--- src/rtl/cnn_layer_sequencer.sv ---
// Sequences NUM_LAYERS engine start/done handshakes in index order, with bypass,
// per-layer watchdog, abort and free-running restart; all outputs registered.
module cnn_layer_sequencer #(
  parameter int NUM_LAYERS = 3,
  parameter int TIMEOUT_W  = 16,
  parameter int RESULT_W   = 32,
  parameter int CNT_W      = 32,
  localparam int LIDX_W    = (NUM_LAYERS > 1) ? $clog2(NUM_LAYERS) : 1
) (
  input  logic                  clk,
  input  logic                  rst,
  input  logic                  enable,
  input  logic                  continuous,
  input  logic                  abort,
  input  logic [NUM_LAYERS-1:0] bypass_mask,
  input  logic [TIMEOUT_W-1:0]  timeout_limit,
  input  logic [NUM_LAYERS-1:0] layer_done,
  input  logic [RESULT_W-1:0]   result_in,
  output logic [NUM_LAYERS-1:0] layer_start,
  output logic                  busy,
  output logic                  done,
  output logic [RESULT_W-1:0]   value,
  output logic                  error,
  output logic [LIDX_W-1:0]     err_layer,
  output logic [LIDX_W-1:0]     cur_layer,
  output logic [CNT_W-1:0]      cycle_count
);

  typedef enum logic [2:0] {IDLE, START, WAIT, DONE, ERROR} state_t;

  state_t                state, state_n;
  logic                  enable_q, armed;
  logic [NUM_LAYERS-1:0] byp, byp_n;
  logic [TIMEOUT_W-1:0]  tlim, tlim_n, timer, timer_n;
  logic [LIDX_W-1:0]     cur_n, err_layer_n;
  logic [RESULT_W-1:0]   value_n;
  logic                  error_n, busy_n, done_n, launch, in_run, start_ok;
  logic [CNT_W-1:0]      cnt_n;
  logic [NUM_LAYERS-1:0] start_n;
  logic [LIDX_W:0]       first_idx, next_idx;

  // Returns {found, index} of the lowest unbypassed layer at or above lo.
  function automatic logic [LIDX_W:0] find_active(input logic [NUM_LAYERS-1:0] mask,
                                                  input int lo);
    logic [LIDX_W:0] r;
    r = '0;
    for (int i = NUM_LAYERS - 1; i >= 0; i--) begin
      if (i >= lo && !mask[i]) r = {1'b1, LIDX_W'(i)};
    end
    return r;
  endfunction

  always_comb begin
    state_n     = state;
    byp_n       = byp;
    tlim_n      = tlim;
    timer_n     = timer;
    cur_n       = cur_layer;
    err_layer_n = err_layer;
    value_n     = value;
    error_n     = error;
    launch      = 1'b0;
    in_run      = (state == START) || (state == WAIT) || (state == DONE);
    // A held-high enable after reset must drop once before it can start a run.
    start_ok    = enable && !enable_q && armed;
    first_idx   = find_active(bypass_mask, 0);
    next_idx    = find_active(byp, int'(cur_layer) + 1);

    cnt_n = cycle_count;
    if (in_run && cycle_count != '1) cnt_n = cycle_count + CNT_W'(1);

    if (abort && in_run) begin
      state_n = IDLE;
    end else begin
      case (state)
        IDLE:  if (start_ok) launch = 1'b1;
        START: begin
          timer_n = '0;
          state_n = WAIT;
        end
        WAIT: begin
          timer_n = timer + TIMEOUT_W'(1);
          if (layer_done[cur_layer]) begin
            if (next_idx[LIDX_W]) begin
              cur_n   = next_idx[LIDX_W-1:0];
              state_n = START;
            end else begin
              value_n = result_in;
              state_n = DONE;
            end
          end else if (tlim != '0 && timer == tlim - TIMEOUT_W'(1)) begin
            error_n     = 1'b1;
            err_layer_n = cur_layer;
            state_n     = ERROR;
          end
        end
        DONE: begin
          if (continuous && enable) launch = 1'b1;
          else                      state_n = IDLE;
        end
        ERROR: if (!enable) state_n = IDLE;
        default: state_n = IDLE;
      endcase

      if (launch) begin
        byp_n   = bypass_mask;
        tlim_n  = timeout_limit;
        error_n = 1'b0;
        cnt_n   = '0;
        if (!first_idx[LIDX_W]) begin
          value_n = result_in;
          state_n = DONE;
        end else begin
          cur_n   = first_idx[LIDX_W-1:0];
          state_n = START;
        end
      end
    end

    start_n = '0;
    if (state_n == START) start_n[cur_n] = 1'b1;
    busy_n = (state_n == START) || (state_n == WAIT) || (state_n == DONE);
    done_n = (state_n == DONE);
  end

  always_ff @(posedge clk) begin
    if (!rst) begin
      state       <= IDLE;
      enable_q    <= 1'b0;
      armed       <= 1'b0;
      byp         <= '0;
      tlim        <= '0;
      timer       <= '0;
      layer_start <= '0;
      busy        <= 1'b0;
      done        <= 1'b0;
      value       <= '0;
      error       <= 1'b0;
      err_layer   <= '0;
      cur_layer   <= '0;
      cycle_count <= '0;
    end else begin
      state       <= state_n;
      enable_q    <= enable;
      armed       <= armed | !enable;
      byp         <= byp_n;
      tlim        <= tlim_n;
      timer       <= timer_n;
      layer_start <= start_n;
      busy        <= busy_n;
      done        <= done_n;
      value       <= value_n;
      error       <= error_n;
      err_layer   <= err_layer_n;
      cur_layer   <= cur_n;
      cycle_count <= cnt_n;
    end
  end

endmodule
--- config.mk ---
export PLATFORM = sky130hd
export DESIGN_NAME = cnn_layer_sequencer
export DESIGN_NICKNAME = d
export VERILOG_FILES = /design/src/rtl/cnn_layer_sequencer.sv
export SDC_FILE = /design/constraint.sdc
export NUM_CORES = 1
export LEC_CHECK = 0
export ABC_CLOCK_PERIOD_IN_PS = 2800
export CAP_MARGIN = 30
export CORE_AREA = 2 2 118 120
export CTS_CLUSTER_DIAMETER = 80
export DETAILED_ROUTE_END_ITERATION = 6
export DIE_AREA = 0 0 120 122
export PLACE_DENSITY = 0.76
export SETUP_SLACK_MARGIN = 0.4
export SYNTH_ARGS = -nofsm -noshare
export SYNTH_HDL_FRONTEND = slang
export SYNTH_SLANG_ARGS = --single-unit
--- constraint.sdc ---
create_clock -name clk -period 2.8 [get_ports clk]
set_clock_uncertainty 0.05 [all_clocks]
set_input_delay 0.56 -clock clk [delete_from_list [all_inputs] [get_ports clk]]
set_output_delay 0.56 -clock clk [all_outputs]
set_load 0.02 [all_outputs]
==> summary.md <==
| Metric | Value |
|---|---|
| Outcome | finished, final reports clean |
| Startpoint Class | register |
| Post-synthesis cell type count | 63 |
| Top Ports | 133 |
| Seq/Total Area, Yosys | 43.1% |
| Xor and xnor area share after synthesis | under 10% |
| Worst reg2reg path depth | 8 |
| Synth Area in Compound Gates | between 10 and 15% |
| Antenna-violating nets left | 0 |
| Worst R2R Setup Slack | 0.32 ns |
| RSZ-0062 raised after global routing | true |
| Sequential Power Share | a little under two fifths |
| Peak supply drop | ~0.54 mV |
| Placeable core area | 0.0135 mm² |
| Post-Synthesis Cell Area | 0.00525 mm² |
| Hold path start | armed |
| Ys Warns | 0 |
| Overall power | between 4 and 5 mW |
| Required time of the critical path | ~3 ns |
| Critical path capture point | err_layer[0] |
| Hpwl dp | about 9.5 mm |
| Multi-input logic area | 0.00300 mm² |
| Flops & latches, synth | roughly 110 |
| Post-route insts no fill | 979 |
| Crit. End Element | register |
| Placed Cells | 940 |
| Fin. Hold Viols | 0 |
| Die W | 120 µm |
| Most frequent cells in the layout | 132 x clkdlybuf4s50_1, 103 x dfxtp_1, 98 x nand2_1, 71 x nor2_1, 64 x a21oi_1 |
| Clock Tree Buf Depth | 2 |
| Hold depth | 2 |
| Starting Density | 38.9% |
| Fin Setup TNS | 0 ns |
| Commonest non-fill, non-tap cell in the layout | clkdlybuf4s50_1 |
| Drc violations | 0 |
| CP Launch Point | tlim[3] |
| Initial DRT Pass Iterations | 5 |
| Max-slew violations | 0 |
| Clock sink count | approximately 110 |
| Post-Synth Adder-Cell Area | 0.715% |
| CP max stage delay | around 0.44 ns |
| DP Area | about 0.0068 mm² |
| Finished Cell Area | 0.00773 mm² |
| GRT Overall Usage | 19.3% |
| IO buf count | 132 |
| Max_slew headroom | 50.0% |
| CP max-delay cell | or4_4 |
| Internal power | 3.50 mW |
| Row count | 43 |
| Vias in the first global route | 4629 |
| R2R Path End | err_layer[0] |
| Nets | 848 |
| H-tree depth | 4 |
| Avg Cell Area, Syn | roughly 8.2 µm² |
| Layout cell share with drive strength beyond 1 | 13.3% |
| Simple-Gate Fraction of Synth Area | 26.9% |
| Iter 0 DRT Violations | 293 |
| Filler cell count | 1232 |
| Later-pin clock latency in the skew report | 0.41 ns |
| Gpl congestion | 0.848 |
| Post-synth top flop | dfxtp_1 |
| Clock slew at reported path FFs | approximately 0.050 ns |
| Mux cell area share after synthesis | 4.00% |
| P_leak | roughly 2.8 nW |
| Clock Root Buffer | clkbuf_16 |
| Worst r2r src | tlim[3] |
| Largest family of logic cells by synthesized area | simple AND/OR/NAND/NOR gates |
| Area Overhead vs Synth | 47.3% |
| First-pass GRT wire length | 22.5 mm |
| Largest net degree at the start of global routing | 59 |
| DR vias/cell | 5.15 |
| Max-cap check violation count | 0 |
| Pwr dens | approximately 580 mW/mm² |
| Die Area | 0.0146 mm² |
| CP Max Fanout | 6 |
| Worst Path Arrival | 2.71 ns |
| CTS Buf Count | 17 |
| Crit Path Class | reg2reg |
| Vias post-DR | 5037 |
| Crit share post-route | 88.5% |
| F_max | 404 MHz |
| Total nets after synthesis | 702 |
| GRT Residual Overflow | 0 |
| Die extent in y | 122 µm |
| Fraction of power spent switching nets | 22.0% |
| Sequence of cells on the critical path | or3_4, or4_4, xnor2_2, nand4_1, buf_4, nor3_4, a21bo_2, a21oi_2 |
| Clock power frac | between 50% and 60% |
| Sw Pwr | 0.988 mW |
| # setup viols final | 0 |
| Logic pwr share | between 10% and 20% |
| Routed length per placed instance | about 15 µm |
| Sequential Area | 0.00228 mm² |
| TritonCTS clock tree | built |
| Hold/Removal Path Class | reg2reg |
| FFs w/ async S/R, synth | 0% |
| Min Tclk post-route | roughly 2.5 ns |
| Worst Tran Pin Value | 0.746 ns |
| Routed wire length | 14.4 mm |
| Number of enable flip-flop cells after synthesis | 0 |
| Initial antenna violation count | 0 |
| Synth Instances | 640 |
| Diode count | 0 |
## kinds of logic after synthesis
family,after synthesis
xor gates and xnor gates,48
AOI/OAI and AO/OA,121
and+or+nand+nor,290
adders and majority gates,3
buffers and inverters,44
muxes,21
DFF,113
## cell type report
| cell class | instances | share of cell area (%) |
|---|---|---|
| multi-input cells | 483 | 38.8 |
| flip-flops and latches | 113 | 29.5 |
| repair buffers | 155 | 19.5 |
| clock buffers | 22 | 6.13 |
| well taps | 180 | 2.91 |
| clock inverters | 10 | 2.33 |
| inverters | 16 | 0.777 |
## cell usage after synthesis (4+ instances only)
| library cell | count | area (µm²) |
|---|---|---|
| dfxtp_1 | 113 | 2260 |
| nand2_1 | 98 | 368 |
| nor2_1 | 72 | 270 |
| a21oi_1 | 65 | 325 |
| xnor2_1 | 31 | 272 |
| nand3_1 | 23 | 115 |
| clkbuf_1 | 22 | 82.6 |
| mux2i_1 | 21 | 210 |
| o21ai_0 | 20 | 100 |
| nor3_1 | 19 | 95.1 |
| or3_1 | 18 | 113 |
| xor2_1 | 17 | 149 |
| inv_1 | 15 | 56.3 |
| nand4_1 | 9 | 56.3 |
| and3_1 | 8 | 50.1 |
| o31ai_1 | 6 | 45.0 |
| and4_1 | 5 | 43.8 |
| nor4_1 | 5 | 31.3 |
| nand3b_1 | 4 | 30.0 |
| o21ai_1 | 4 | 20.0 |
## power by group through the flow
| stage | registers (mW) | logic, mW | clock network, mW |
|---|---|---|---|
| 2_1_floorplan | 1.70 | 0.222 | 0 |
| 3_3_place_gp | 1.70 | 0.393 | 0 |
| 3_5_place_dp | 1.70 | 0.393 | 0 |
| 4_1_cts | 1.66 | 0.420 | 2.42 |
| 5_1_grt | 1.67 | 0.485 | 2.49 |
| 6_report | 1.67 | 0.447 | 2.37 |
## how the worst min path moves through the flow
stage,endpoint
2_1_floorplan,armed
3_3_place_gp,armed
3_5_place_dp,armed
4_1_cts,armed
5_1_grt,value[1]
6_report,armed
## state kept, by name, summed over array words and instances, names as in the netlist
name	cells
cycle_count	32
value	32
timer	16
tlim	16
layer_start	3
state	3
byp	2
cur_layer	2
err_layer	2
armed	1
busy	1
done	1
enable_q	1
error	1
## metal layers
metal | global-route usage (%) | wire, µm | vias up | part of all wire, %
li1 | - | - | 2518 | -
met1 | 23.2 | 6210 | 2364 | 43
met2 | 31.4 | 7050 | 132 | 49
met3 | 6.51 | 886 | 23 | 6.1
met4 | 8.90 | 270 | 0 | 1.9
met5 | 0 | 0 | - | 0
## critical path, delay by kind of cell (launching register included)
family / cells / cell delay, ns
flops: 1 / 0.37
compound gates: 2 / 0.23
xor+xnor: 1 / 0.17
simple gates: 4 / 1.30
buf+inv: 1 / 0.21
## through the flow
| step | worst slack, ns | hold WS [ns] | util [%] |
|---|---|---|---|
| 5_1_grt | 0.234 | 0.415 | 57.3 |
| 6_report | 0.322 | 0.396 | 57.3 |
| 2_1_floorplan | 0.502 | 0.375 | - |
| 3_5_place_dp | -0.0687 | 0.390 | 50.6 |
| 4_1_cts | 0.401 | 0.398 | 56.1 |
| 3_3_place_gp | 0.0340 | 0.385 | 50.6 |
## repair_timing
action / in CTS / in global routing
setup endpoints to repair: 8 / 45
hold buffers: 0 / 0
resized for setup: 19 / 28
pin swaps: 7 / 11
hold endpoints to repair: 0 / 0
setup buffers: 2 / 5
No activity file was read; power rests on OpenSTA's default activity.
